<file path="src/rtl/level_gen_pkg.sv">
// Shared types and default parameter values for the level_gen event-to-level converter.
package level_gen_pkg;

    localparam int CNT_W_DEFAULT      = 4;
    localparam int GAP_CYCLES_DEFAULT = 1;

    typedef enum logic [1:0] {
        IDLE   = 2'd0,
        ASSERT = 2'd1,
        GAP    = 2'd2
    } state_t;

endpackage

</file>
<file path="src/rtl/level_gen.sv">
// level_gen: converts single-cycle event strobes into one acknowledged request level per event.
// Define LEVEL_GEN_OVERFLOW_EN to build the sticky overflow flag; otherwise overflow_o is tied low.
module level_gen
    import level_gen_pkg::*;
#(
    parameter int CNT_W      = CNT_W_DEFAULT,
    parameter int GAP_CYCLES = GAP_CYCLES_DEFAULT
) (
    input  logic             clk_i,
    input  logic             rst_n_i,
    input  logic             pulse_in_i,
    input  logic             ack_i,
    output logic             level_out_o,
    output logic [CNT_W-1:0] pending_o,
    output logic             overflow_o
);

    localparam int               GAP_W    = $clog2(GAP_CYCLES + 1);
    localparam logic [CNT_W-1:0] PEND_MAX = '1;
    localparam logic [GAP_W-1:0] GAP_LAST = GAP_W'(GAP_CYCLES - 1);

    state_t           state_q, state_d;
    logic [CNT_W-1:0] pend_q, pend_d;
    logic [GAP_W-1:0] gap_q, gap_d;
    logic             ack_acc;

    // Saturating count update; a simultaneous event and accepted ack cancel out.
    function automatic logic [CNT_W-1:0] pend_update(input logic [CNT_W-1:0] cnt,
                                                     input logic inc,
                                                     input logic dec);
        logic [CNT_W-1:0] nxt;
        nxt = cnt;
        if (inc && !dec && (cnt != PEND_MAX)) begin
            nxt = cnt + CNT_W'(1);
        end else if (dec && !inc && (cnt != '0)) begin
            nxt = cnt - CNT_W'(1);
        end
        return nxt;
    endfunction

    always_comb begin
        ack_acc = (state_q == ASSERT) && ack_i;
        pend_d  = pend_update(pend_q, pulse_in_i, ack_acc);
    end

    always_comb begin
        state_d = state_q;
        gap_d   = gap_q;
        unique case (state_q)
            IDLE: begin
                if (pulse_in_i) begin
                    state_d = ASSERT;
                end
            end
            ASSERT: begin
                if (ack_i) begin
                    state_d = GAP;
                    gap_d   = '0;
                end
            end
            GAP: begin
                // Exit decision uses the count including this cycle's event.
                if (gap_q == GAP_LAST) begin
                    gap_d   = '0;
                    state_d = (pend_d != '0) ? ASSERT : IDLE;
                end else begin
                    gap_d = gap_q + GAP_W'(1);
                end
            end
            default: begin
                state_d = IDLE;
                gap_d   = '0;
            end
        endcase
    end

    always_ff @(posedge clk_i or negedge rst_n_i) begin
        if (!rst_n_i) begin
            state_q <= IDLE;
            pend_q  <= '0;
            gap_q   <= '0;
        end else begin
            state_q <= state_d;
            pend_q  <= pend_d;
            gap_q   <= gap_d;
        end
    end

    assign level_out_o = (state_q == ASSERT);
    assign pending_o   = pend_q;

`ifdef LEVEL_GEN_OVERFLOW_EN
    logic ovf_q, ovf_d;

    // An event is dropped only when it is not cancelled by an accepted ack.
    assign ovf_d = ovf_q | (pulse_in_i && !ack_acc && (pend_q == PEND_MAX));

    always_ff @(posedge clk_i or negedge rst_n_i) begin
        if (!rst_n_i) begin
            ovf_q <= 1'b0;
        end else begin
            ovf_q <= ovf_d;
        end
    end

    assign overflow_o = ovf_q;
`else
    assign overflow_o = 1'b0;
`endif

endmodule

</file>
<file path="config.mk">
export PLATFORM = sky130hd
export DESIGN_NAME = level_gen
export DESIGN_NICKNAME = d
export VERILOG_FILES = /design/src/rtl/level_gen_pkg.sv /design/src/rtl/level_gen.sv
export SDC_FILE = /design/constraint.sdc
export NUM_CORES = 1
export LEC_CHECK = 0
export BUFFER_PORTS_ARGS = -buffer_cell sky130_fd_sc_hd__buf_2
export CAP_MARGIN = 10
export CORE_AREA = 2 2 39 41
export DETAILED_ROUTE_END_ITERATION = 10
export DIE_AREA = 0 0 41 43
export PLACE_DENSITY_LB_ADDON = 0.08
export SLEW_MARGIN = 20
export SYNTH_ARGS = -nofsm -noshare
export SYNTH_HDL_FRONTEND = slang
export SYNTH_SLANG_ARGS = --single-unit
</file>
<file path="constraint.sdc">
create_clock -name clk_i -period 5.3 [get_ports clk_i]
set_clock_uncertainty 0.1 [all_clocks]
set_input_delay 0.53 -clock clk_i [delete_from_list [all_inputs] [get_ports clk_i]]
set_output_delay 0.53 -clock clk_i [all_outputs]
set_load 0.01 [all_outputs]
</file>
==> flow_summary.json <==
{
  "status": "completed",
  "synthesis.area_um2": 478,
  "crit_path_start": "pending_o[0]$_DFF_PN0_",
  "floorplan.initialDensity_pct": 34.5,
  "cp_slowest_stage_delay_ns": 0.42,
  "die_height_um": 43,
  "fp.dieArea_um2": 1760,
  "clock_latency_ns": 0.23,
  "final_layout_size_suffix_gt1_share_pct": 30.2,
  "core_um2": 1380,
  "max_clock_freq_ghz": 0.514,
  "cell_type_with_the_highest_aggregate_area_in_the_netlist": "dfrtp_1",
  "synth_seq_area_share_pct": 31.4,
  "cts-buffers-inserted": 3,
  "drt-vias-per-instance": 5.20,
  "ctsLongestPathBuffers": 2,
  "grt_start_max_net_pins": 10,
  "placement_rows": 14,
  "worst-path-buf-inv": 1,
  "synth_enable_flop_cells": 0,
  "period_minus_slack_ns": 1.95,
  "route.vias.total": 411,
  "ys_top_cells_by_area": "dfrtp_1 (31%), ha_1 (5.2%), nor3b_1 (4.7%), nand3b_4 (4.2%), nand3_1 (3.1%)",
  "io_buffers": 8,
  "area_growth_pct": 17.8,
  "cell_pwr_density_nw_per_um2": 557,
  "cts-root-buf": "clkbuf_4",
  "drt_pre_antenna_iters": 2,
  "synth_top_family_by_area": "simple AND/OR/NAND/NOR gates",
  "setup.reg_to_reg.worst_slack_ns": 3.35,
  "yosys_most_used_dff": "dfrtp_1",
  "fin_cells": 79,
  "worst_setup_hold_path_clk_slew_ns": 0.04,
  "tritoncts_clock_tree": "yes",
  "hold_buffer_count_at_cts": 0,
  "critPathCaptureType": "register",
  "rr_endpoint": "state_q[0]$_DFFE_PN0P_",
  "fin_tns_setup_ns": 0,
  "placed_cells_incl_taps": 75,
  "yosys.area_share.simple_pct": 34.3,
  "detail_route.wirelength_um": 910,
  "worst_setup_path_start_kind": "register",
  "synth_compound_gate_area_share_pct": 18.8,
  "report.final.slew_viol_count": 0,
  "synthesis.instances": 52,
  "timing.critical_path.cells": "inv_1 > ha_1 > and2b_2 > nor3_1 > or3_1 > a211oi_2 > a31oi_1",
  "detail_route.drc_violations": 0,
  "post_synth_xor_area_fraction_pct": 1.83,
  "gpl.final_weighted_congestion": 0.714,
  "max-vdd-ir-drop_mv": 0.230,
  "path_class": "register to register",
  "rsz_0062_raised_after_global_routing": "no",
  "cap_violations": 0,
  "first_global_vias": 389,
  "drt.antenna.violating_nets": 0,
  "crit_path_top_delay_cell": "dfrtp_1",
  "io-pin-count": 10,
  "synth_common_cells": "dfrtp_1 (6), inv_1 (4), nand2_1 (4)",
  "globalRouteOverflowTotal": 0,
  "adder_cell_area_share_of_the_yosys_netlist_pct": 5.24,
  "postSynthAreaPerCell_um2": 9.19,
  "period_share_pct": 36.7,
  "top_family_by_delay_on_critical_path": "simple AND/OR/NAND/NOR gates",
  "finalHoldViolations": 0,
  "cts-resized-gates": 0,
  "yosysTopAreaCellShare_pct": 31.4,
  "class_of_the_most_critical_hold_timing_path": "primary input to register",
  "floorplan.die.width_um": 41,
  "worstSetupPathDepth": 7,
  "async_reset_ff_share_pct": 100,
  "worst_ep_arrival_time_ns": 1.95,
  "worst_ep_required_ns": 5.31,
  "muxShareOfSynthArea_pct": 2.09,
  "power.total_uw": 313,
  "post-cts-setup-buffer-count": 0,
  "timing.final.setup_violations": 0,
  "final_core_util_pct": 40.7,
  "initial_antenna_violation_count": 0,
  "cts_max_level": 1,
  "yosysWarnings": 0,
  "yosys.cell_count.top_type": "dfrtp_1",
  "cp_max_fo": 6,
  "antenna_cells": 0,
  "hpwl_um": 763,
  "worst_reg2reg_startpoint": "pending_o[0]$_DFF_PN0_",
  "synth_fp_nets": 58,
  "routed_wire_length_per_instance_um": 11.5,
  "crit_path_end": "state_q[0]$_DFFE_PN0P_",
  "grt_first_pass_wirelength_mm": 1.54,
  "synth.lib_cells_used.distinct": 34,
  "globalRouteTotalUtil_pct": 12.8,
  "static-leakage-power_nw": 0.254,
  "r2r.worst_path.cells": 7,
  "nets_final": 71,
  "detailedRoute.firstIterationViolations": 3,
  "cts_num_sinks": 6,
  "synth_seq_cells": 6
}
-- cell usage in the layout, fill, tap and decap left out, types with 2 or more instances in the layout --
cell type,instances
o21ai_0,2
nor3b_1,3
ha_1,2
buf_2,8
nand2_1,4
or3_1,2
dfrtp_1,6
inv_1,4
nand3_1,3
clkbuf_4,3
-- through the flow --
stage,hold slack (ns),instance area (um2),setup slack [ns]
3_5_place_dp,0.259,531,3.35
5_1_grt,0.528,563,3.20
4_1_cts,0.00225,553,3.33
6_report,0.533,563,3.35
2_1_floorplan,0.134,478,3.49
3_3_place_gp,0.260,531,3.31
-- cell families after synthesis --
kind of cell               after synthesis
adders and majority gates                2
other                                    1
and+or+nand+nor                         23
muxes                                    1
xor gates and xnor gates                 1
AOI/OAI and AO/OA                       12
DFF                                      6
buffers and inverters                    6
-- registers in the layout (all words and copies together), names as in the netlist --
signal / cells
state_q: 2
pending_o: 4
-- metal layers --
metal  wire, um  vias to the layer above  part of all wire [%]  track usage (%)
met5          0                        -                     0                0
met4          0                        0                     0             8.00
li1           -                      213                     -                -
met1        427                      194                    47             17.8
met2        468                        4                    51             17.8
met3         14                        0                   1.5             1.57
-- area by class of cell --
type / count / area [um2]
sequential: 6 / 150
multi-input combinational: 40 / 302
tap: 16 / 20.0
fill: 148 / 821
timing repair buffer: 9 / 50.0
inverter: 5 / 18.8
clock buffer: 3 / 22.5
-- where the power goes --
group,total [mW],switching (mW),internal [mW]
sequential,0.105,0.0366,0.0681
combinational,0.170,0.0835,0.0865
clock,0.0387,0.0133,0.0254
-- worst min-delay path by stage --
stage	start	slack, ns	cells past startpoint	endpoint
after floorplan	rst_n_i	0.13	0	pending_o[0]$_DFF_PN0_
after global placement	rst_n_i	0.26	1	pending_o[2]$_DFF_PN0_
after detailed placement	rst_n_i	0.26	1	pending_o[2]$_DFF_PN0_
after CTS	rst_n_i	0.002	1	pending_o[1]$_DFF_PN0_
after global routing	ack_i	0.53	3	state_q[1]$_DFFE_PN0P_
final	ack_i	0.53	3	state_q[1]$_DFFE_PN0P_
-- tightest hold or removal path, stage by stage --
cell	delay (ns)
buf_2	0.12
nand3b_4	0.09
inv_2	0.07
Note: power is estimated with default switching activity, not from simulation.
